`config.mk`:
```
export PLATFORM = sky130hd
export DESIGN_NAME = instr_fetch
export DESIGN_NICKNAME = d
export VERILOG_FILES = /design/src/rtl/instr_fetch_pkg.sv /design/src/rtl/fetch_fifo.sv /design/src/rtl/instr_fetch.sv
export SDC_FILE = /design/constraint.sdc
export NUM_CORES = 1
export LEC_CHECK = 0
export CORE_ASPECT_RATIO = 1.1
export CORE_UTILIZATION = 40
export CTS_CLUSTER_SIZE = 25
export DETAILED_ROUTE_END_ITERATION = 7
export PLACE_DENSITY = 0.71
export SLEW_MARGIN = 20
export SYNTH_ARGS = -nofsm -noshare
export SYNTH_HDL_FRONTEND = slang
export SYNTH_SLANG_ARGS = --single-unit
```
`constraint.sdc`:
```
create_clock -name clk -period 5.95 [get_ports clk]
set_input_delay 1.19 -clock clk [delete_from_list [all_inputs] [get_ports clk]]
set_output_delay 1.19 -clock clk [all_outputs]
set_load 0.01 [all_outputs]
```
`src/rtl/instr_fetch_pkg.sv`:
```
// Shared fetch-stage types and constants: buffered entry layout, FSM states, NOP encoding.
package instr_fetch_pkg;

  localparam int unsigned NB_INSTR  = 32;
  localparam int unsigned MEM_SIZE  = 32'h0001_0000;
  localparam logic [NB_INSTR-1:0] NOP_INSTR = 32'h0000_0013;

  typedef struct packed {
    logic [31:0]         pc;
    logic [NB_INSTR-1:0] instr;
    logic                fault_misalign;
    logic                fault_range;
  } fetch_entry_t;

  typedef enum logic [0:0] {
    StRun   = 1'b0,
    StFault = 1'b1
  } fetch_state_e;

endpackage

```
`src/rtl/fetch_fifo.sv`:
```
// Fetch buffer: power-of-two circular FIFO of fetch entries with synchronous flush.
// The caller guarantees push only when there is room (or a pop) and pop only when non-empty.
module fetch_fifo
  import instr_fetch_pkg::*;
#(
  parameter int unsigned DEPTH = 2,
  localparam int unsigned PW   = $clog2(DEPTH),
  localparam int unsigned CW   = $clog2(DEPTH + 1)
) (
  input  logic          clk,
  input  logic          rst,
  input  logic          flush,
  input  logic          push,
  input  logic          pop,
  input  fetch_entry_t  wdata,
  output fetch_entry_t  rdata,
  output logic [CW-1:0] count
);

  fetch_entry_t  mem [DEPTH];
  logic [PW-1:0] wptr_q, rptr_q;
  logic [CW-1:0] count_q;

  // Pointers wrap naturally because DEPTH is a power of two.
  always_ff @(posedge clk or posedge rst) begin
    if (rst) begin
      wptr_q  <= '0;
      rptr_q  <= '0;
      count_q <= '0;
    end else if (flush) begin
      wptr_q  <= '0;
      rptr_q  <= '0;
      count_q <= '0;
    end else begin
      if (push) wptr_q <= wptr_q + 1'b1;
      if (pop)  rptr_q <= rptr_q + 1'b1;
      case ({push, pop})
        2'b10:   count_q <= count_q + 1'b1;
        2'b01:   count_q <= count_q - 1'b1;
        default: count_q <= count_q;
      endcase
    end
  end

  always_ff @(posedge clk) begin
    if (push && !flush) mem[wptr_q] <= wdata;
  end

  assign rdata = mem[rptr_q];
  assign count = count_q;

endmodule

```
`src/rtl/instr_fetch.sv`:
```
// Instruction fetch unit: owns the PC, reads imem combinationally, buffers entries for decode,
// and halts on a misaligned or out-of-range fetch until redirected.
module instr_fetch
  import instr_fetch_pkg::*;
#(
  parameter logic [31:0] RESET_PC   = 32'h0000_0000,
  parameter int unsigned MEM_SIZE   = instr_fetch_pkg::MEM_SIZE,
  parameter int unsigned FIFO_DEPTH = 2
) (
  input  logic        clk,
  input  logic        rst,
  input  logic        fetch_en,
  output logic [31:0] imem_pc,
  input  logic [31:0] imem_instruction,
  input  logic        redirect_valid,
  input  logic [31:0] redirect_pc,
  output logic        dec_valid,
  input  logic        dec_ready,
  output logic [31:0] dec_instr,
  output logic [31:0] dec_pc,
  output logic        dec_fault_misalign,
  output logic        dec_fault_range,
  output logic        fetch_halted
);

  localparam int unsigned CW = $clog2(FIFO_DEPTH + 1);

  logic [31:0]  pc_q, pc_d;
  fetch_state_e state_q, state_d;
  logic [CW-1:0] count;
  fetch_entry_t head, new_entry;
  logic push, pop, misalign, out_of_range, fault;

  assign imem_pc      = pc_q;
  assign misalign     = pc_q[1:0] != 2'b00;
  // 33-bit compare so the top of the address space cannot wrap past MEM_SIZE.
  assign out_of_range = ({1'b0, pc_q} + 33'd3) >= 33'(MEM_SIZE);
  assign fault        = misalign | out_of_range;

  assign dec_valid = count != '0;
  assign pop       = dec_valid & dec_ready & ~redirect_valid;
  assign push      = (state_q == StRun) & fetch_en & ~redirect_valid &
                     ((count < CW'(FIFO_DEPTH)) | pop);

  always_comb begin
    new_entry.pc             = pc_q;
    new_entry.instr          = fault ? NOP_INSTR : imem_instruction;
    new_entry.fault_misalign = misalign;
    new_entry.fault_range    = out_of_range;
  end

  always_comb begin
    pc_d    = pc_q;
    state_d = state_q;
    if (redirect_valid) begin
      pc_d    = redirect_pc;
      state_d = StRun;
    end else if (push) begin
      if (fault) state_d = StFault;
      else       pc_d    = pc_q + 32'd4;
    end
  end

  always_ff @(posedge clk or posedge rst) begin
    if (rst) begin
      pc_q    <= RESET_PC;
      state_q <= StRun;
    end else begin
      pc_q    <= pc_d;
      state_q <= state_d;
    end
  end

  fetch_fifo #(
    .DEPTH(FIFO_DEPTH)
  ) u_fifo (
    .clk  (clk),
    .rst  (rst),
    .flush(redirect_valid),
    .push (push),
    .pop  (pop),
    .wdata(new_entry),
    .rdata(head),
    .count(count)
  );

  always_comb begin
    dec_instr          = '0;
    dec_pc             = '0;
    dec_fault_misalign = 1'b0;
    dec_fault_range    = 1'b0;
    if (dec_valid) begin
      dec_instr          = head.instr;
      dec_pc             = head.pc;
      dec_fault_misalign = head.fault_misalign;
      dec_fault_range    = head.fault_range;
    end
  end

  assign fetch_halted = state_q == StFault;

endmodule

```
==> flow_summary.yaml, run 1 <==
clocking:
  clock_latency_ps: 410
  clock_sinks: 169
  cts_resized: 0
  cts_tree: "built"
  cts_htree_levels: 4
  root_buffer: "clkbuf_16"
  clk_pin_slew_ps: 60
  post_cts_buffers: 0
  cts_buffers: 17
  cts_hold_buffers: 0
  cts_buffer_depth: 2
floorplanning:
  die_h_um: 148
  row_count: 53
  io_pins: 169
  initial_core_util_pct: 40.8
  fp.coreArea_um2: 19100
  die_area_um2: 20000
  die_w_um: 135
logic_synthesis:
  syn_inst: 611
  ys_types: 50
  synth_largest_area_cell: "edfxtp_1"
  ys_seq_area_share_pct: 62.8
  ys_seq_elements: 169
  syn_area_per_cell_um2: 12.8
  synthArstFlopShare_pct: 21.9
  ys.flop_type: "edfxtp_1"
  synth_top_cell_area_share_pct: 50.9
  synth_edf_count: 132
  synth_area_um2: 7790
  ys_warn_count: 0
  synth_area_leaders: "edfxtp_1 51%, dfrtp_1 12%, mux2i_1 10%"
  syn_nets: 681
grt:
  grt_max_degree: 68
  overflow: 0
  antenna_found_initial: 0
  top_usage_layer: "met2"
  grtUsageMet2_pct: 30.7
  grtUsageMet3_pct: 3.54
  grtUsageTotal_pct: 17.1
  grt_pass1_vias: 5207
  use_met1_pct: 19.8
  grt_pass1_wl_mm: 26.0
final_layout:
  drive_above_1_share_pct: 9.39
  nFillCells: 1604
  finalNetCount: 813
  num_antenna_cells: 0
  final_common_cell: "clkdlybuf4s50_1"
  final_area_um2: 10100
  syn2layout_area_growth_pct: 29.7
  final_cell_mix: "167 x clkdlybuf4s50_1, 132 x edfxtp_1, 83 x nor2_1, 78 x mux2i_1, 36 x dfrtp_1"
power:
  vdd_drop_max_uv: 185
  finalPower_mw: 2.91
  p_per_area_nw_per_um2: 288
  p_leak_nw: 3.52
setup_path:
  worstPathArrival_ps: 2640
  startpoint: "u_fifo.count[1]"
  regToRegEndpoint: "imem_pc[13]"
  crit_path_cell_trace: "nor2_4 -> buf_4 -> nor2_1 -> clkdlybuf4s50_1"
  critPathMaxStageDelay_ps: 580
  rrSetupSlack_ps: 2490
  path_max_fanout: 37
  critPathCaptureType: "output port"
  cpMaxStageDelayCell: "nor2_4"
  r2r-start: "imem_pc[2]"
  critPathKind: "register to output port"
  path_buf_inv: 2
  critPathLaunchType: "register"
  r2r_cells: 9
  critPathRequiredTime_ps: 4760
  cpLargestDelayFamily: "buffers and inverters"
sta:
  period_share_pct: 64.3
  worst_pin_slew_ps: 1060
  fin_worst_skew_ps: 8.66
  rsz0062_at_grt: "false"
  timing.fmax_mhz: 261
  finalHoldViolCount: 0
  slew_viol_final: 0
  timing.slew.headroom_pct: 29.0
  setup_violations: 0
  min_period_ps: 3830
  setup_tns_ps: 0
  hold_ws_ps: 566
min_path:
  holdCritPathClass: "register to register"
  hold_path_end: "fetch_halted"
  min_from: "fetch_halted"
  hold_depth: 2
placed_design:
  post_dp_cell_area_um2: 9490
  dp_hpwl_mm: 11.1
  port_buffers: 168
  place_congestion: 0.805
route:
  first_iter_violations: 221
  vias: 5105
  routed_wl_mm: 16.8
  drc: 0
  ant_nets: 0
  first_pass_iters: 5
  avgViaCountPerCell: 5.09
  wire_per_inst_um: 16.8
status:
  outcome: "finished, final reports clean"
flow_run:
  drv_cap: 0
logic make-up after synthesis:
group | count (synthesis) | synth area share [%]
simple gates | 226 | 15.1
flops | 169 | 62.8
mux | 94 | 12.3
buf+inv | 71 | 5.09
compound gates | 39 | 3.34
xor+xnor | 11 | 1.24
fa+ha+maj | 1 | 0.161
sequential cells by signal (all words and copies together), names as in the netlist:
name           flops
fetch_halted       1
u_fifo.count       2
u_fifo.rptr_q      1
u_fifo.wptr_q      1
imem_pc           32
u_fifo.mem       132
synthesized netlist by cell type, drive strengths merged (2+ instances only):
master	instances
buf	42
xor2	6
clkbuf	19
nand4	8
xnor2	5
a31oi	2
o21ai	10
edfxtp	132
or2	3
mux2	16
a22oi	5
nor2b	6
nor2	84
o31a	3
nand3	23
nand2b	7
mux2i	78
dfrtp	37
nor3	13
and3	7
o211ai	2
nand2	29
inv	10
nor4	8
a21oi	10
and2	32
report_power, final:
| group | total (mW) | internal (mW) | leakage (nW) | switching, mW |
|---|---|---|---|---|
| Sequential | 1.41 | 1.34 | 1.67 | 0.0785 |
| Combinational | 0.420 | 0.229 | 1.57 | 0.191 |
| Clock | 1.08 | 0.649 | 0.273 | 0.428 |
worst max-delay path by stage:
stage                     slack, ps  depth (start not counted)                end
after floorplan                1260                          3   u_fifo.mem[0][0]
after CTS                      2030                          4         dec_pc[10]
after detailed placement       2030                          6  u_fifo.mem[0][17]
after global placement         2090                          6  u_fifo.mem[0][60]
final                          2120                          4         dec_pc[29]
after global routing           1940                          4    dec_fault_range
tightest hold or removal path, cell delays in order, from the launching register on:
cell,delay (ps)
dfrtp_1,340
inv_1,60
a21oi_1,120
per-layer routing:
| layer | wire length, um | share of wire, % |
|---|---|---|
| met5 | 0 | 0 |
| met4 | 303 | 1.8 |
| met3 | 731 | 4.3 |
| met2 | 8780 | 52 |
| met1 | 7030 | 42 |
cell type report:
cell class	instances	area, um2	area share, %
Inverter	10	37.5	0.372
Sequential cell	169	4890	48.4
Clock buffer	21	470	4.66
Tap cell	247	309	3.06
Multi-Input combinational cell	371	2530	25.1
Timing Repair Buffer	174	1740	17.2
Clock inverter	11	119	1.18
metrics by stage:
stage	setup WS [ps]	instances	utilization (%)
detailed placement	2030	970	49.7
global placement	2090	970	49.7
global route	1940	1003	52.9
floorplan	1260	611	-
finish	2120	1003	52.9
CTS	2030	1002	52.8
Note: power is estimated with default switching activity, not from simulation.
==> inputs of run 2 (changes only) <==
Settings changed: PLACE_DENSITY 0.71 to 0.68.
Clock period 5.95 ns to 4.02 ns, I/O delays scaled along.
==> run 2 against run 1 <==
Compared with the run above:
- largest cell class unchanged
- routed wire length increased by 1.9%
- clock power increased by 59%
- the flow now finishes with violations (DRC)
- cell area increased by 0.84%
- power increased by 53%
- count of clock-buffer cells in the layout increased by 1
- flip-flop and latch count unchanged
- sequential share of layout area decreased by 0.40 points
- non-clock buffer count increased by 7
- sequential power increased by 48%
- cell count increased by 0.70%
==> flow_summary.yaml, run 2 (same netlist as run 1, synthesis figures left out) <==
status:
  outcome: "finished with violations"
  violations: "DRC"
grt:
  top_usage_layer: "met2"
  grtUsageMet3_pct: 3.58
  grtUsageMet2_pct: 30.5
  overflow: 0
  grt_pass1_vias: 5053
  antenna_found_initial: 0
  grtUsageTotal_pct: 17.6
  grt_max_degree: 56
  use_met1_pct: 21.4
  grt_pass1_wl_mm: 26.8
power:
  clkPwrFrac_pct: 38.8
  intPower_mw: 3.40
  p_per_area_nw_per_um2: 436
  power_frac_comb_pct: 14.3
  p_leak_nw: 3.57
  p_sw_mw: 1.05
  vdd_drop_max_uv: 297
  finalPower_mw: 4.44
  seqPwrFrac_pct: 46.9
  sw_frac_of_total_pct: 23.6
placed_design:
  dp_hpwl_mm: 11.9
  place_congestion: 0.851
  post_dp_cell_area_um2: 9560
  port_buffers: 168
sta:
  timing.fmax_mhz: 297
  timing.slew.headroom_pct: 43.8
  setup_tns_ps: 0
  finalHoldViolCount: 0
  worst_pin_slew_ps: 837
  fin_worst_skew_ps: 9.30
  min_period_ps: 3370
  slew_viol_final: 0
  setup_violations: 0
  rsz0062_at_grt: "false"
  period_share_pct: 83.8
route:
  drc: 1
  first_iter_violations: 338
  first_pass_iters: 7
  ant_nets: 0
  wire_per_inst_um: 17.0
  avgViaCountPerCell: 5.05
  vias: 5104
  routed_wl_mm: 17.2
final_layout:
  syn2layout_area_growth_pct: 30.8
  final_area_um2: 10200
  finalNetCount: 820
  final_common_cell: "clkdlybuf4s50_1"
  num_antenna_cells: 0
  final_cell_mix: "167 x clkdlybuf4s50_1, 132 x edfxtp_1, 83 x nor2_1, 78 x mux2i_1, 36 x dfrtp_1"
  drive_above_1_share_pct: 10.2
  nFillCells: 1594
  largest-register: "u_fifo.mem"
  largest_reg_flops: 132
setup_path:
  critPathMaxStageDelay_ps: 780
  critPathRequiredTime_ps: 4300
  path_max_fanout: 12
  critPathLaunchType: "register"
  critPathCaptureType: "register"
  cpMaxStageDelayCell: "nor4_4"
  critPathKind: "register to register"
  crit_path_cell_trace: "ha_1 -> nand4_1 -> nor4_4 -> nand4_1 -> mux2i_1 -> a22o_2 -> nor4_4 -> buf_4 -> mux2i_1 -> o21ai_1"
  worstPathArrival_ps: 3650
  rrSetupSlack_ps: 650
clocking:
  cts_hold_buffers: 0
  cts_resized: 0
  post_cts_buffers: 0
  cts_buffer_depth: 2
  clk_pin_slew_ps: 60
  root_buffer: "clkbuf_16"
  cts_buffers: 17
  cts_htree_levels: 4
  cts_tree: "built"
  clock_sinks: 169
  clock_latency_ps: 420
floorplanning:
  fp.coreArea_um2: 19100
  io_pins: 169
  die_w_um: 135
  die_area_um2: 20000
  initial_core_util_pct: 40.8
  die_h_um: 148
  row_count: 53
flow_run:
  drv_cap: 0
min_path:
  holdCritPathClass: "register to register"
## run 2: per-layer routing
layer | vias to the layer above | routed length, um
met2 | 148 | 8970
met1 | 2495 | 7190
li1 | 2448 | -
met5 | - | 0
met4 | 0 | 184
met3 | 13 | 827
## run 2: power by group through the flow
stage	sequential [mW]	clock, mW	combinational, mW
2_1_floorplan	2.07	0	0.376
3_3_place_gp	2.12	0	0.633
3_5_place_dp	2.12	0	0.639
4_1_cts	2.09	1.76	0.642
5_1_grt	2.10	1.83	0.683
6_report	2.09	1.72	0.633
## run 2: layout make-up
cell class	instances	area (um2)	share of cell area, %
Inverter	10	37.5	0.368
Tap cell	247	309	3.03
Sequential cell	169	4890	48.0
Clock buffer	22	464	4.56
Multi-Input combinational cell	371	2530	24.8
Timing Repair Buffer	181	1790	17.5
Clock inverter	10	165	1.62
## run 2: worst paths after layout
path,start,endpoint,depth (start not counted)
worst max-delay path,imem_pc[2],imem_pc[3],10
worst min register to register,u_fifo.count[0],u_fifo.count[0],1
min in group asynchronous,rst,imem_pc[13],3
max in group asynchronous,rst,u_fifo.rptr_q,3
worst max register to register,imem_pc[2],imem_pc[3],10
worst min-delay path,u_fifo.count[0],u_fifo.count[0],1
## run 2: worst max-delay path: cells and delay by family, from the launching register on
family / cells / cell delay (ps)
compound gates: 2 / 370
fa+ha+maj: 1 / 260
buf+inv: 1 / 270
flops: 1 / 450
mux: 2 / 360
simple gates: 4 / 1510
## run 2: metrics by stage
stage               hold slack [ps]  worst slack (ps)  util (%)  std cells
detailed placement              575               681      50.0        978
global placement                554               775      50.0        978
global route                    631               333      53.3       1010
floorplan                       460               710         -        611
CTS                             583               660      53.3       1010
finish                          584               652      53.3       1010
